File: src/rtl/key_sched_ctrl.sv
// rtl/key_sched_ctrl.sv - AES-128 key expansion sequencer, round-key cache and shared read port
// Steps key_block through rounds 0..NUM_ROUNDS, caches each round key, then serves enc/dec reads.
module key_sched_ctrl #(
  parameter int NUM_ROUNDS = 10,
  parameter int KB_LATENCY = 1
) (
  input  logic         clk,
  input  logic         rst,
  input  logic         key_load,
  input  logic [127:0] key_in,
  output logic [3:0]   kb_select,
  output logic [127:0] kb_in,
  input  logic [127:0] kb_round_key,
  input  logic         enc_req,
  input  logic [3:0]   enc_round,
  input  logic         dec_req,
  input  logic [3:0]   dec_round,
  output logic         enc_gnt,
  output logic         dec_gnt,
  output logic         rk_valid,
  output logic [127:0] rk_out,
  output logic         rk_owner,
  output logic         rk_err,
  output logic         ready
);

  localparam logic [3:0] LAST_ROUND = 4'(NUM_ROUNDS);
  localparam logic [7:0] SETTLE_CYC = 8'(KB_LATENCY);

  typedef enum logic [1:0] {IDLE, SETTLE, CAPTURE, READY} state_t;

  state_t       state;
  state_t       state_nxt;
  logic [3:0]   round_cnt;
  logic [7:0]   wait_cnt;
  logic         last_dec;
  logic         capture;
  logic         gnt_any;
  logic [3:0]   gnt_round;
  logic         gnt_bad;
  logic [127:0] mem [0:NUM_ROUNDS];

  always_ff @(posedge clk or negedge rst) begin
    if (!rst) state <= IDLE;
    else      state <= state_nxt;
  end

  always_comb begin
    state_nxt = state;
    if (key_load) begin
      state_nxt = SETTLE;
    end else begin
      case (state)
        SETTLE:  if (wait_cnt <= 8'd1) state_nxt = CAPTURE;
        CAPTURE: state_nxt = (round_cnt == LAST_ROUND) ? READY : SETTLE;
        default: state_nxt = state;
      endcase
    end
  end

  // Tie-break favours whichever side did not win the previous grant.
  always_comb begin
    ready   = (state == READY);
    capture = (state == CAPTURE) && !key_load;
    enc_gnt = 1'b0;
    dec_gnt = 1'b0;
    if (state == READY && !key_load) begin
      if (enc_req && dec_req) begin
        enc_gnt = last_dec;
        dec_gnt = !last_dec;
      end else begin
        enc_gnt = enc_req;
        dec_gnt = dec_req && !enc_req;
      end
    end
  end

  assign gnt_any   = enc_gnt | dec_gnt;
  assign gnt_round = dec_gnt ? dec_round : enc_round;
  assign gnt_bad   = gnt_round > LAST_ROUND;

  always_ff @(posedge clk or negedge rst) begin
    if (!rst) begin
      kb_in     <= '0;
      kb_select <= '0;
      round_cnt <= '0;
      wait_cnt  <= '0;
    end else if (key_load) begin
      kb_in     <= key_in;
      kb_select <= '0;
      round_cnt <= '0;
      wait_cnt  <= SETTLE_CYC;
    end else if (state == SETTLE && wait_cnt > 8'd1) begin
      wait_cnt <= wait_cnt - 8'd1;
    end else if (state == CAPTURE && round_cnt != LAST_ROUND) begin
      round_cnt <= round_cnt + 4'd1;
      kb_select <= round_cnt + 4'd1;
      wait_cnt  <= SETTLE_CYC;
    end
  end

  // Cache contents are don't-care until ready, so no reset.
  always_ff @(posedge clk) begin
    if (capture) mem[round_cnt] <= kb_round_key;
  end

  always_ff @(posedge clk or negedge rst) begin
    if (!rst) begin
      rk_valid <= 1'b0;
      rk_err   <= 1'b0;
      rk_out   <= '0;
      rk_owner <= 1'b0;
      last_dec <= 1'b1;
    end else begin
      rk_valid <= gnt_any;
      rk_err   <= gnt_any && gnt_bad;
      rk_out   <= (gnt_any && !gnt_bad) ? mem[gnt_round] : '0;
      if (gnt_any) begin
        rk_owner <= dec_gnt;
        last_dec <= dec_gnt;
      end
    end
  end

endmodule

File: config.mk
export PLATFORM = sky130hd
export DESIGN_NAME = key_sched_ctrl
export DESIGN_NICKNAME = d
export VERILOG_FILES = /design/src/rtl/key_sched_ctrl.sv
export SDC_FILE = /design/constraint.sdc
export NUM_CORES = 2
export LEC_CHECK = 0
export BUFFER_PORTS_ARGS = -buffer_cell sky130_fd_sc_hd__buf_2
export CORE_ASPECT_RATIO = 1.5
export CORE_UTILIZATION = 46
export CTS_CLUSTER_SIZE = 20
export DETAILED_ROUTE_END_ITERATION = 8
export GPL_TIMING_DRIVEN = 0
export PLACE_DENSITY = 0.78
export SETUP_SLACK_MARGIN = 0.05
export SYNTH_ARGS = -nofsm -noshare
export SYNTH_HDL_FRONTEND = slang
export SYNTH_SLANG_ARGS = --single-unit
export TNS_END_PERCENT = 100
File: constraint.sdc
create_clock -name clk -period 10.5 [get_ports clk]
set_input_delay 0.525 -clock clk [delete_from_list [all_inputs] [get_ports clk]]
set_output_delay 0.525 -clock clk [all_outputs]
set_load 0.01 [all_outputs]
==> results.cfg <==
[run_status]
status = complete, but fails checks
violations = max-capacitance violations, max-slew violations

[cts]
cts.path.max_buffers = 3
cts_tree = yes
clk_pin_slew_ns = 0.06
h-tree-depth = 4
ctsResizeCount = 0
cts_num_sinks = 1682
post_cts_buffers = 0
root_buffer = clkbuf_16
cts-buffers-inserted = 154
insertion_delay_ns = 0.81

[grt]
grt_overflow = 0
grt_max_degree = 102
grt_pass1_wl_um = 282000
antenna_found_initial = 53
grt.total_usage = 0.273
grt_pass1_vias = 41900

[sta]
rsz0062_at_grt = no
slew_headroom = -0.0189
min_period_over_period = 0.447
fmax_mhz = 213
setup_violations = 0
drv_slew = 11
finalHoldViolCount = 0
worstMarginPinSlew_ns = 1.53
skew_ns = 0.0367
finalSetupTns_ns = 0
period_needed_ns = 4.70
hold_slack_ns = 0.0367

[synthesis]
synth_cell_types = 60
synth_ff_type = edfxtp_1
netlist.area_leader.share = 0.649
yosysSeqAreaShare = 0.754
syn_nets = 4216
synthTopCellsByArea = edfxtp_1, dfrtp_1, mux2_2
syn_area_um2 = 65200
synthArstFlopShare = 0.163
synth-seq-cells = 1682
avgSynthCellArea_um2 = 16.5
synth_top_area_cell = edfxtp_1
synthCells = 3941
yosys_warnings = 0
synth_edf_count = 1408

[critical_path]
r2r_cells = 9
arrival_ns = 5.32
timing.rr.start = state[0]
worst_r2r_endpoint = rk_out[54]
path_max_fanout = 10
start_kind = primary input
worst_setup_path_end_kind = flop
crit_type = primary input to flop
worst_ep_required_time_ns = 11.12
r2r_slack_ns = 5.84

[drt]
first_pass_iters = 8
drt-vias-per-instance = 6.09
wl_per_cell_um = 28.9
drc_errors = 0
routed-via-count = 42100
drtIter0Drc = 5041
drt-total-wl_um = 200000
ant_nets = 0

[floorplanning]
core_um2 = 140000
pin_count = 535
fp-row-count = 168
die_w_um = 309
chipHeight_um = 463
initial_core_util = 0.465
die_area_um2 = 143000

[power]
peakVddDrop_v = 0.000159
power_density_nw_per_um2 = 179
p_leak_nw = 29.1

[run]
drv_cap = 2

[placed_design]
dp_hpwl_um = 133000
gp_congestion = 0.843
dpl_cell_area_um2 = 72100
port_buffers = 530

[min_path]
hp-class = primary input to flop
holdPathEnd = mem[8][127]
min_path_cells = 1
hold_start = kb_round_key[127]

[cells_and_area]
stdcell_area_um2 = 78900
fin_util = 0.563
drive_gt1_frac = 0.244
n_fill_cell = 10500
syn2layout_area_growth_pct = 21.1
num-nets-final = 5158
## per-stage QoR
stage | instances | total power, mW | setup slack (ns)
after floorplan | 3941 | 8.09 | 3.14
after global placement | 6341 | 8.57 | -3.30
after detailed placement | 6424 | 8.62 | 5.92
after CTS | 6882 | 14.2 | 6.09
after global routing | 6894 | 14.5 | 5.86
final | 6911 | 14.1 | 5.80
## cell usage after synthesis (3+ instances only)
master,number
dfrtp_1,273
edfxtp_1,1408
nand3b_1,3
a21o_1,128
o22ai_1,3
o311a_1,3
o31ai_1,129
clkbuf_1,171
mux2_1,5
a31oi_1,132
or3_1,3
o22a_1,125
nor2_1,21
buf_1,19
buf_2,92
a21oi_1,137
mux2i_1,258
nand2b_1,4
mux2_2,249
nand2_1,32
a221oi_1,125
o21ai_1,3
o21ai_0,142
ha_1,6
nand3_1,254
inv_1,13
nor3_1,18
buf_4,18
and3_1,128
xnor2_1,3
## per-layer routing
layer	global-route usage	wire length, um
met5	0	268
met4	0.153	11800
met3	0.0760	21500
met2	0.456	97500
met1	0.316	68500
## registers in the layout, summed over array words and instances (netlist names)
register and cells:
mem 1408, round_cnt 4, wait_cnt 8, last_dec 1, rk_out 128, rk_valid 1
kb_in 128, rk_err 1, state 2, rk_owner 1
## cell families (layout without fill, tap and decap cells)
group,after synthesis,count (layout),share of synthesized area
buffers and inverters,316,1387,0.0212
other,0,29,0
and+or+nand+nor,479,479,0.0391
AOI/OAI and AO/OA,943,943,0.101
xor gates and xnor gates,3,3,0.000403
muxes,512,512,0.0835
adders and majority gates,6,6,0.00115
DFF,1682,1682,0.754
## area by class of cell
type	count	area [um2]	area share
Antenna cell	29	72.6	0.000919
Buffer	302	1330	0.0168
Clock buffer	195	4150	0.0526
Clock inverter	90	863	0.0109
Inverter	14	55.1	0.000697
Multi-Input combinational cell	1943	14800	0.187
Sequential cell	1682	49100	0.622
Tap cell	1870	2340	0.0296
Timing Repair Buffer	786	6200	0.0786
## layout by cell type, fill, tap and decap left out, drive strengths merged, types with 2 or more instances in the layout
master and count:
or3 3, a211oi 2, a31oi 133, mux2i 258, edfxtp 1408, a21oi 137, o311a 3, a21o 128
mux2 254, bufinv 7, clkbuf 367, inv 18, ha 6, nor3 18, o22ai 3, a21boi 2
clkinvlp 3, diode 29, nand2 35, o31ai 130, dfrtp 273, buf 743, and2 2, and3 128
nor3b 2, a221oi 125, nor2 22, nor4 2, dlygate4sd3 173, nand3 254, o41ai 2, o21ai 145
nand2b 4, nand3b 3, nand4b 2, clkinv 76, xnor2 3, o22a 125
## how the worst max path moves through the flow
stage / startpoint / endpoint / cells past startpoint
2_1_floorplan: key_load / mem[10][0] / 5
3_3_place_gp: key_load / mem[6][49] / 6
3_5_place_dp: key_load / rk_out[115] / 10
4_1_cts: state[1] / rk_out[54] / 10
5_1_grt: state[0] / rk_out[115] / 9
6_report: key_load / rk_out[54] / 11
## worst max-delay path, cell delays in order
cell           delay, ns
dlygate4sd3_1       0.61
buf_2               0.18
and4b_1             0.26
buf_4               0.17
nand2_4             0.10
inv_4               0.18
mux2i_1             1.02
clkbuf_1            1.18
buf_2               0.43
o31ai_1             0.13
a31oi_1             0.49
## report_power, final
part           switching [mW]  internal, mW
Sequential             0.0450          7.33
Clock                    2.55          3.02
Combinational           0.758         0.426
Total                    3.36          10.8
## timing repair
item,in CTS,in global routing
hold buffers,173,0
endpoints found under the setup margin,0,0
endpoints found under the hold margin,598,0
Power figures use the tool's default switching activity.
